File: config.mk
export PLATFORM = sky130hd
export DESIGN_NAME = jt08_adpcm_ram_arb
export DESIGN_NICKNAME = d
export VERILOG_FILES = /design/src/rtl/jt08_adpcm_ram_arb.sv
export SDC_FILE = /design/constraint.sdc
export NUM_CORES = 1
export LEC_CHECK = 0
export ABC_CLOCK_PERIOD_IN_PS = 3000
export BUFFER_PORTS_ARGS = -buffer_cell sky130_fd_sc_hd__buf_4
export CORE_ASPECT_RATIO = 0.6
export CORE_MARGIN = 5
export CORE_UTILIZATION = 50
export DETAILED_ROUTE_END_ITERATION = 10
export GPL_TIMING_DRIVEN = 0
export HOLD_SLACK_MARGIN = 0.12
export PLACE_DENSITY = 0.85
export SLEW_MARGIN = 20
export SYNTH_ARGS = -nofsm -noshare
export SYNTH_HDL_FRONTEND = slang
export SYNTH_SLANG_ARGS = --single-unit
File: constraint.sdc
create_clock -name clk -period 3 [get_ports clk]
set_input_delay 0.15 -clock clk [delete_from_list [all_inputs] [get_ports clk]]
set_output_delay 0.15 -clock clk [all_outputs]
set_load 0.05 [all_outputs]
File: src/rtl/jt08_adpcm_ram_arb.sv
// jt08_adpcm_ram_arb
// Two-requester arbiter for the ADPCM sample RAM port. Requester A (ADPCM-B
// engine) has priority; requester B (DMA/CPU path) gets in when A is idle.
// Each access holds the RAM strobe for MEM_LAT cen periods. It then acks the
// owner for one cen period and spends one DONE period, so a held request is
// never re-granted on its own ack.
// Optional feature macro: JT08_ARB_STARVE_EN. When defined, B is forced
// through after MAX_WAIT consecutive A grants while it waits.
module jt08_adpcm_ram_arb #(
    parameter int AW       = 21,
    parameter int MEM_LAT  = 2,
    parameter int MAX_WAIT = 4
) (
    input  logic          clk,
    input  logic          rst_n,
    input  logic          cen,
    input  logic          a_req,
    input  logic          a_we,
    input  logic [AW-1:0] a_addr,
    input  logic [7:0]    a_wdata,
    output logic          a_ack,
    output logic [7:0]    a_rdata,
    input  logic          b_req,
    input  logic          b_we,
    input  logic [AW-1:0] b_addr,
    input  logic [7:0]    b_wdata,
    output logic          b_ack,
    output logic [7:0]    b_rdata,
    output logic [AW-1:0] mem_addr,
    output logic [7:0]    mem_dout,
    input  logic [7:0]    mem_din,
    output logic          mem_rd,
    output logic          mem_wr,
    output logic          busy
);

    typedef enum logic [1:0] {IDLE, ACCESS, DONE} state_t;
    typedef enum logic {OWN_A, OWN_B} owner_t;

    localparam logic [3:0] CNT_INIT   = 4'(MEM_LAT - 1);
    localparam logic [3:0] MAX_WAIT_L = 4'(MAX_WAIT);

    state_t     state, state_nx;
    owner_t     owner;
    logic [3:0] cnt;
    logic       grant_a, grant_b;
    logic       b_force;

    assign busy = (state != IDLE);

`ifdef JT08_ARB_STARVE_EN
    logic [3:0] starve;

    assign b_force = (starve == MAX_WAIT_L);

    // Count A grants that B sat through; a B grant or an idle B clears it.
    always_ff @(posedge clk or negedge rst_n) begin
        if (!rst_n) begin
            starve <= 4'd0;
        end else if (cen && state == IDLE) begin
            if (!b_req || grant_b) begin
                starve <= 4'd0;
            end else if (grant_a) begin
                starve <= starve + 4'd1;
            end
        end
    end
`else
    // MAX_WAIT only matters when the starvation counter is built in.
    logic unused_max_wait;

    assign b_force         = 1'b0;
    assign unused_max_wait = ^MAX_WAIT_L;
`endif

    // Arbitration: A wins by default, B wins alone or when forced through.
    always_comb begin
        // NOTE: every always_comb output gets a default first, so no path
        // leaves it unassigned and no latch is inferred.
        grant_a = 1'b0;
        grant_b = 1'b0;
        if (state == IDLE) begin
            if (b_req && (!a_req || b_force)) begin
                grant_b = 1'b1;
            end else if (a_req) begin
                grant_a = 1'b1;
            end
        end
    end

    // Next-state logic; DONE never looks at requests.
    always_comb begin
        state_nx = state;
        case (state)
            IDLE:    if (grant_a || grant_b) state_nx = ACCESS;
            ACCESS:  if (cnt == 4'd0) state_nx = DONE;
            DONE:    state_nx = IDLE;
            default: state_nx = IDLE;
        endcase
    end

    // State register, advancing on clock-enabled edges only.
    always_ff @(posedge clk or negedge rst_n) begin
        // NOTE: sequential state uses non-blocking assignments so every
        // register samples pre-edge values regardless of block order.
        if (!rst_n) begin
            state <= IDLE;
        end else if (cen) begin
            state <= state_nx;
        end
    end

    // Datapath: latch the winner at grant, time the strobe, return data/ack.
    always_ff @(posedge clk or negedge rst_n) begin
        if (!rst_n) begin
            owner    <= OWN_A;
            cnt      <= 4'd0;
            mem_addr <= '0;
            mem_dout <= 8'd0;
            mem_rd   <= 1'b0;
            mem_wr   <= 1'b0;
            a_ack    <= 1'b0;
            b_ack    <= 1'b0;
            a_rdata  <= 8'd0;
            b_rdata  <= 8'd0;
        end else if (cen) begin
            case (state)
                IDLE: begin
                    if (grant_b) begin
                        owner    <= OWN_B;
                        mem_addr <= b_addr;
                        mem_dout <= b_wdata;
                        mem_rd   <= !b_we;
                        mem_wr   <= b_we;
                        cnt      <= CNT_INIT;
                    end else if (grant_a) begin
                        owner    <= OWN_A;
                        mem_addr <= a_addr;
                        mem_dout <= a_wdata;
                        mem_rd   <= !a_we;
                        mem_wr   <= a_we;
                        cnt      <= CNT_INIT;
                    end
                end
                ACCESS: begin
                    if (cnt != 4'd0) begin
                        cnt <= cnt - 4'd1;
                    end else begin
                        mem_rd <= 1'b0;
                        mem_wr <= 1'b0;
                        if (owner == OWN_B) begin
                            b_ack <= 1'b1;
                            if (mem_rd) b_rdata <= mem_din;
                        end else begin
                            a_ack <= 1'b1;
                            if (mem_rd) a_rdata <= mem_din;
                        end
                    end
                end
                DONE: begin
                    a_ack <= 1'b0;
                    b_ack <= 1'b0;
                end
                default: ;
            endcase
        end
    end

endmodule

=== Word level (Yosys, flattened, before mapping) ===
Cells that the tools add are included.

* Equal/unequal tests: 9
* Add/subtract/negate cells: 1
* Reductions and logical operators: 20
* Bitwise logic cells: 2
* Multiplexer cells: 31

{| class="wikitable"
|+ Operators by type and width
! operator !! number
|-
| $mux W21 || 2
|-
| $mux W1 || 16
|-
| $mux W8 || 2
|-
| $reduce_and A4 Y1 || 4
|-
| $mux W4 || 3
|-
| $ne A2 B2 Y1 const B || 5
|-
| $reduce_and A5 Y1 || 2
|-
| $pmux W1 S2 || 4
|-
| $pmux W4 S2 || 1
|-
| $reduce_bool A2 Y1 || 4
|-
| $reduce_and A3 Y1 || 2
|-
| $logic_not A4 Y1 || 1
|-
| $mux W2 || 2
|-
| $pmux W2 S2 || 1
|-
| $reduce_bool A4 Y1 || 1
|-
| $sub A4 B1 Y4 const B || 1
|-
| $logic_not A1 Y1 || 3
|-
| $ne A3 B3 Y1 const B || 1
|-
| $eq A2 B1 Y1 const B || 1
|-
| $eq A2 B2 Y1 const B || 1
|-
| $logic_not A2 Y1 || 1
|-
| $ne A2 B1 Y1 const B || 1
|-
| $not A1 Y1 || 2
|-
| $logic_and A1 B1 Y1 || 1
|-
| $logic_or A1 B1 Y1 || 1
|}

* Output and inout bits: 50
* Register bits: 56
* Input bits: 73
* Word-level logic and storage cells: 74

=== Longest topological paths before layout ===
* Depth in word-level cells: 7
* Mapped depth: 7
* Depth with buffers taken out: 6

=== Worst setup path after synthesis ===
Ideal clock, no wire load.

* Path type: register -> register
* Start point: register state[0]
* End point: register mem_addr[10]
* Data required time: 2.877 ns
* Clock period less this slack: 1.848 ns
* Arrival time: 1.725 ns
* Library setup time: 0.123 ns
* Path slack: 1.152 ns
* Stages on the path, launching flop included: 7
* Buffers on the path: 3
* Cell sequence: dfrtp_1 > or2_1 > clkbuf_1 > nor3b_2 > buf_2 > buf_4 > a21oi_1

* Cells in the longest elaborated chain, start to end: 4
* Elaborated cells between the ends (all ways): 6
* Classes of those cells: 3 x mux; 3 x reduce/logical

{| class="wikitable"
|+ RTL lines
! element !! line !! RTL
|-
| start, declared || 43 || <nowiki>state_t state, state_nx;</nowiki>
|-
| start signal, assigned || 109 || <nowiki>state <= state_nx;</nowiki>
|-
| $logic_not A2 Y1 (*) || 82, 127 ||
|-
| $mux W1 || 82 || <nowiki>if (state == IDLE) begin</nowiki>
|-
| $reduce_bool A2 Y1 (no source line) || n/a ||
|-
| $reduce_and A3 Y1 (no source line) || n/a ||
|-
| end signal, assigned || 131 || <nowiki>mem_addr <= b_addr;</nowiki>
|-
| end signal, assigned || 138 || <nowiki>mem_addr <= a_addr;</nowiki>
|-
| end, declared || 29 || <nowiki>output logic [AW-1:0] mem_addr,</nowiki>
|}

Every way passes the cells marked *; elsewhere a longest branch is shown, timed or not.
A chain may end at the register's enable or synchronous reset.

=== Worst setup path in the final report ===
* Start point: register cnt[0]
* End point: register a_rdata[6]

* Cells in the longest elaborated chain, start to end: 3

{| class="wikitable"
|+ RTL lines
! element !! line !! RTL
|-
| start, declared || 45 || <nowiki>logic [3:0] cnt;</nowiki>
|-
| start signal, assigned || 147 || <nowiki>cnt <= cnt - 4'd1;</nowiki>
|-
| $reduce_bool A4 Y1 || 146 || <nowiki>if (cnt != 4'd0) begin</nowiki>
|-
| $not A1 Y1 (no source line) || n/a ||
|-
| $reduce_and A5 Y1 (no source line) || n/a ||
|-
| end signal, assigned || 156 || <nowiki>if (mem_rd) a_rdata <= mem_din;</nowiki>
|-
| end, declared || 22 || <nowiki>output logic [7:0] a_rdata,</nowiki>
|}

No other way between the ends.

==> impl_summary.md <==
Status
The run finished with clean final reports.

Synth
For this run, asynchronously set or reset flops after synthesis account for 1.000. Averaged over all synthesized cells, the footprint is 11.31 µm². The number of warnings printed during yosys synthesis is 0. The most area-hungry cell type in the Yosys netlist is sky130_fd_sc_hd__dfrtp_1.

The number of nets in the synthesized netlist is 303. Summing every instance area after synthesis gives 2579 µm². The part of the Yosys area used for sequential elements is 0.5434. The number of enable flip-flop cells after synthesis is 0. The fraction of post-synthesis cell area in the top cell type by area is 0.5434. For this run, the leading register cell type out of synthesis is sky130_fd_sc_hd__dfrtp_1.

The number of instances in the synthesized netlist is 228. The synthesized design contains 56 register bits. The number of library cell types mapped by synthesis is 31. Yosys attributes the largest share of cell area to sky130_fd_sc_hd__dfrtp_1 (54%), sky130_fd_sc_hd__mux2i_1 (11%), sky130_fd_sc_hd__a21oi_1 (5.8%).

Timing
Setup violations remaining at the end of the flow were counted as 0. For the pin with the worst max-slew slack, the measured transition is 681.1 ps. The final number of max-transition violations came to 0.

The final number of hold-violating endpoints is 0. The worst clock skew is 6.011 ps. The smallest clock period supported by the final layout is computed as 2160 ps. The headroom to the max-slew limit is 0.5434. The highest clock rate is 463.1 MHz. Setup repair after global routing left no endpoint under its margin. The final period utilization is 0.7199.

The total negative setup slack is 0 ps. The worst-case hold slack is 130.1 ps.

Worst setup path
In this run the worst path has a maximum fanout of 8. The kind of end point of the critical path is a flip-flop. STA classifies the critical path startpoint as a flip-flop.

The signal on the critical path passes through inv_1 -> ha_1 -> nor3b_4 -> nand4_2 -> nor3_2 -> mux2_2. Data on the critical path is required at its endpoint by 3200 ps. The kind of cell adding the most delay to the critical path is simple AND/OR/NAND/NOR gates.

The data arrival at the endpoint of the critical path is 2360 ps. The critical path class is reg -> reg. The largest individual stage delay along the critical path comes from the cell sky130_fd_sc_hd__nor3_2. The number of buffers and inverters on the critical path is 1. On the worst path, the slowest cell contributes a delay of 550 ps.

Pwr
The power per unit of standard cell area is 1149 nW/µm². The leakage power is 1.831 nW. The largest vdd supply drop is 0.0005857 V. The final total power is 4.317 mW.

Clock network
The post-cts resize count is 0. The clock-pin slew reported for the worst setup and hold paths after clock tree synthesis is 100 ps. The number of clock buffers added by TritonCTS is 5.

The maximum buffer depth of the clock tree is 2. The post-CTS repair timing setup buffer count is 0. The count of H-tree levels built during CTS is 2.

Hold repair after CTS inserted 9 buffers. For the worst-skew pair, the clock arrives at the later sink with an insertion delay of 310 ps. The cell sitting at the root of the clock tree is a sky130_fd_sc_hd__clkbuf_8. For this design, the sink count on the clock tree is 56. TritonCTS built the clock tree.

Layout
The most common cell after layout, fill and taps aside is sky130_fd_sc_hd__buf_4. The count of antenna diodes in the layout is 0. The finished layout holds 433 standard cells, fillers aside. The core utilization of the finished layout is 0.7468. The area added between synthesis and finish is 45.66%. In the final layout, the share of cells above drive strength 1 is 0.4387. The library cells used most frequently in the layout, excluding fill and tap cells, are sky130_fd_sc_hd__buf_4 (126), sky130_fd_sc_hd__dfrtp_1 (56), sky130_fd_sc_hd__nor2_1 (36). At the end of the flow, the number of nets in the layout was 441.

Die
The initial core utilization is 0.5127. The area of the core is 5030 µm². The die area is 6741 µm². The total number of placement rows is 20. The number of top-level pins is 123. The x dimension of the die is 102.7 µm. The vertical extent of the die is 65.63 µm.

Place
The HPWL after detailed placement is 5124 µm. The total placed cells including tap cells is 416. The total of buffers placed on input and output ports is 122. The final weighted congestion of routability-driven global placement is 0.8846.

Drt
The final routed DRC violation total is 0. The number of DRC markers in iteration 0 is 117. The per-cell routed wire length is 15.67 µm. The sum of routed wire length over all layers is 6783 µm. The average vias per placed instance is 5.053.

Summing over every cut layer, the via total after detailed routing is 2188. The detail route stage leaves a number of antenna-violating nets equal to 0. The number of detailed-routing iterations run before antenna repair is 4.

GRT
For this run the aggregate overflow at the end of global routing stands at 0. The number of antenna violations at the first check in global routing was 0. The overall fraction of global-route tracks in use is 0.2044.

The first global-routing pass estimated 10420 µm of wire. The number of global-route vias before repair is 2134. The pin count of the biggest net entering global routing is 57.

Hold path
The worst hold-check path type is in -> reg.

Job
Across the run, the number of max-cap violations was 0.
cell type report:
class | instances | area (µm²)
clock buffers | 6 | 72.57
fillers | 371 | 1274
inverters | 8 | 30.03
multi-input cells | 152 | 1074
flip-flops and latches | 56 | 1401
clock inverters | 2 | 16.27
plain buffers | 12 | 73.82
repair buffers | 131 | 1006
well taps | 66 | 82.58
metal layers:
metal / part of all wire / GRT usage / routed length [µm] / vias up
met5: 0 / 0 / 0 / -
met3: 0.11 / 0.07317 / 753 / 7
met2: 0.46 / 0.3288 / 3094 / 97
met4: 0.0087 / 0.05401 / 59 / 0
li1: - / - / - / 1061
met1: 0.42 / 0.2623 / 2874 / 1023
worst paths after layout:
check | start | to | cells after the start | slack [ps]
max in group asynchronous | rst_n | mem_addr[9] | 2 | 2120
worst max register to register | cnt[0] | a_rdata[6] | 6 | 840
worst max-delay path | cnt[0] | a_rdata[6] | 6 | 840
worst min-delay path | a_wdata[0] | mem_dout[0] | 3 | 130
worst min register to register | a_rdata[3] | a_rdata[3] | 1 | 510
min in group asynchronous | rst_n | a_rdata[2] | 2 | 430
sequential cells by signal (all words and copies together), names as in the netlist:
signal / cells
cnt: 4
mem_wr: 1
b_ack: 1
a_rdata: 8
a_ack: 1
state: 2
mem_rd: 1
mem_dout: 8
mem_addr: 21
owner: 1
b_rdata: 8
per-stage QoR:
stage                     area (µm²)  setup WS [ps]
after floorplan                 2579           1152
after global placement          3577          872.3
after detailed placement        3577          843.3
after CTS                       3756          820.8
after global routing            3756          711.3
final                           3756          840.4
where the power goes:
part | leakage [nW] | internal (mW) | switching, mW
logic | 1.12 | 0.849 | 1.73
registers | 0.666 | 1.10 | 0.232
clock network | 0.0414 | 0.167 | 0.238
cells in the mapped netlist, drive strengths merged, types with 2 or more instances:
cell    instances
dfrtp          56
nor2           36
a21oi          30
mux2i          29
mux2           18
buf            10
o21ai          10
inv             8
nand2           5
nand2b          3
nor3b           3
a22oi           2
a31oi           2
clkbuf          2
ha              2
nor3            2
o22ai           2
cell families (layout without fill, tap and decap cells):
| family | after synthesis | in the layout | share of synthesized area |
|---|---|---|---|
| AOI/OAI and AO/OA | 48 | 48 | 0.09946 |
| buffers and inverters | 20 | 159 | 0.04027 |
| DFF | 56 | 56 | 0.5434 |
| and+or+nand+nor | 55 | 55 | 0.1043 |
| adders and majority gates | 2 | 2 | 0.009702 |
| muxes | 47 | 47 | 0.2028 |
tightest hold or removal path, stage by stage:
cell,delay (ps)
sky130_fd_sc_hd__buf_4,80
sky130_fd_sc_hd__mux2i_1,50
sky130_fd_sc_hd__a21oi_1,130
Power figures use the tool's default switching activity.
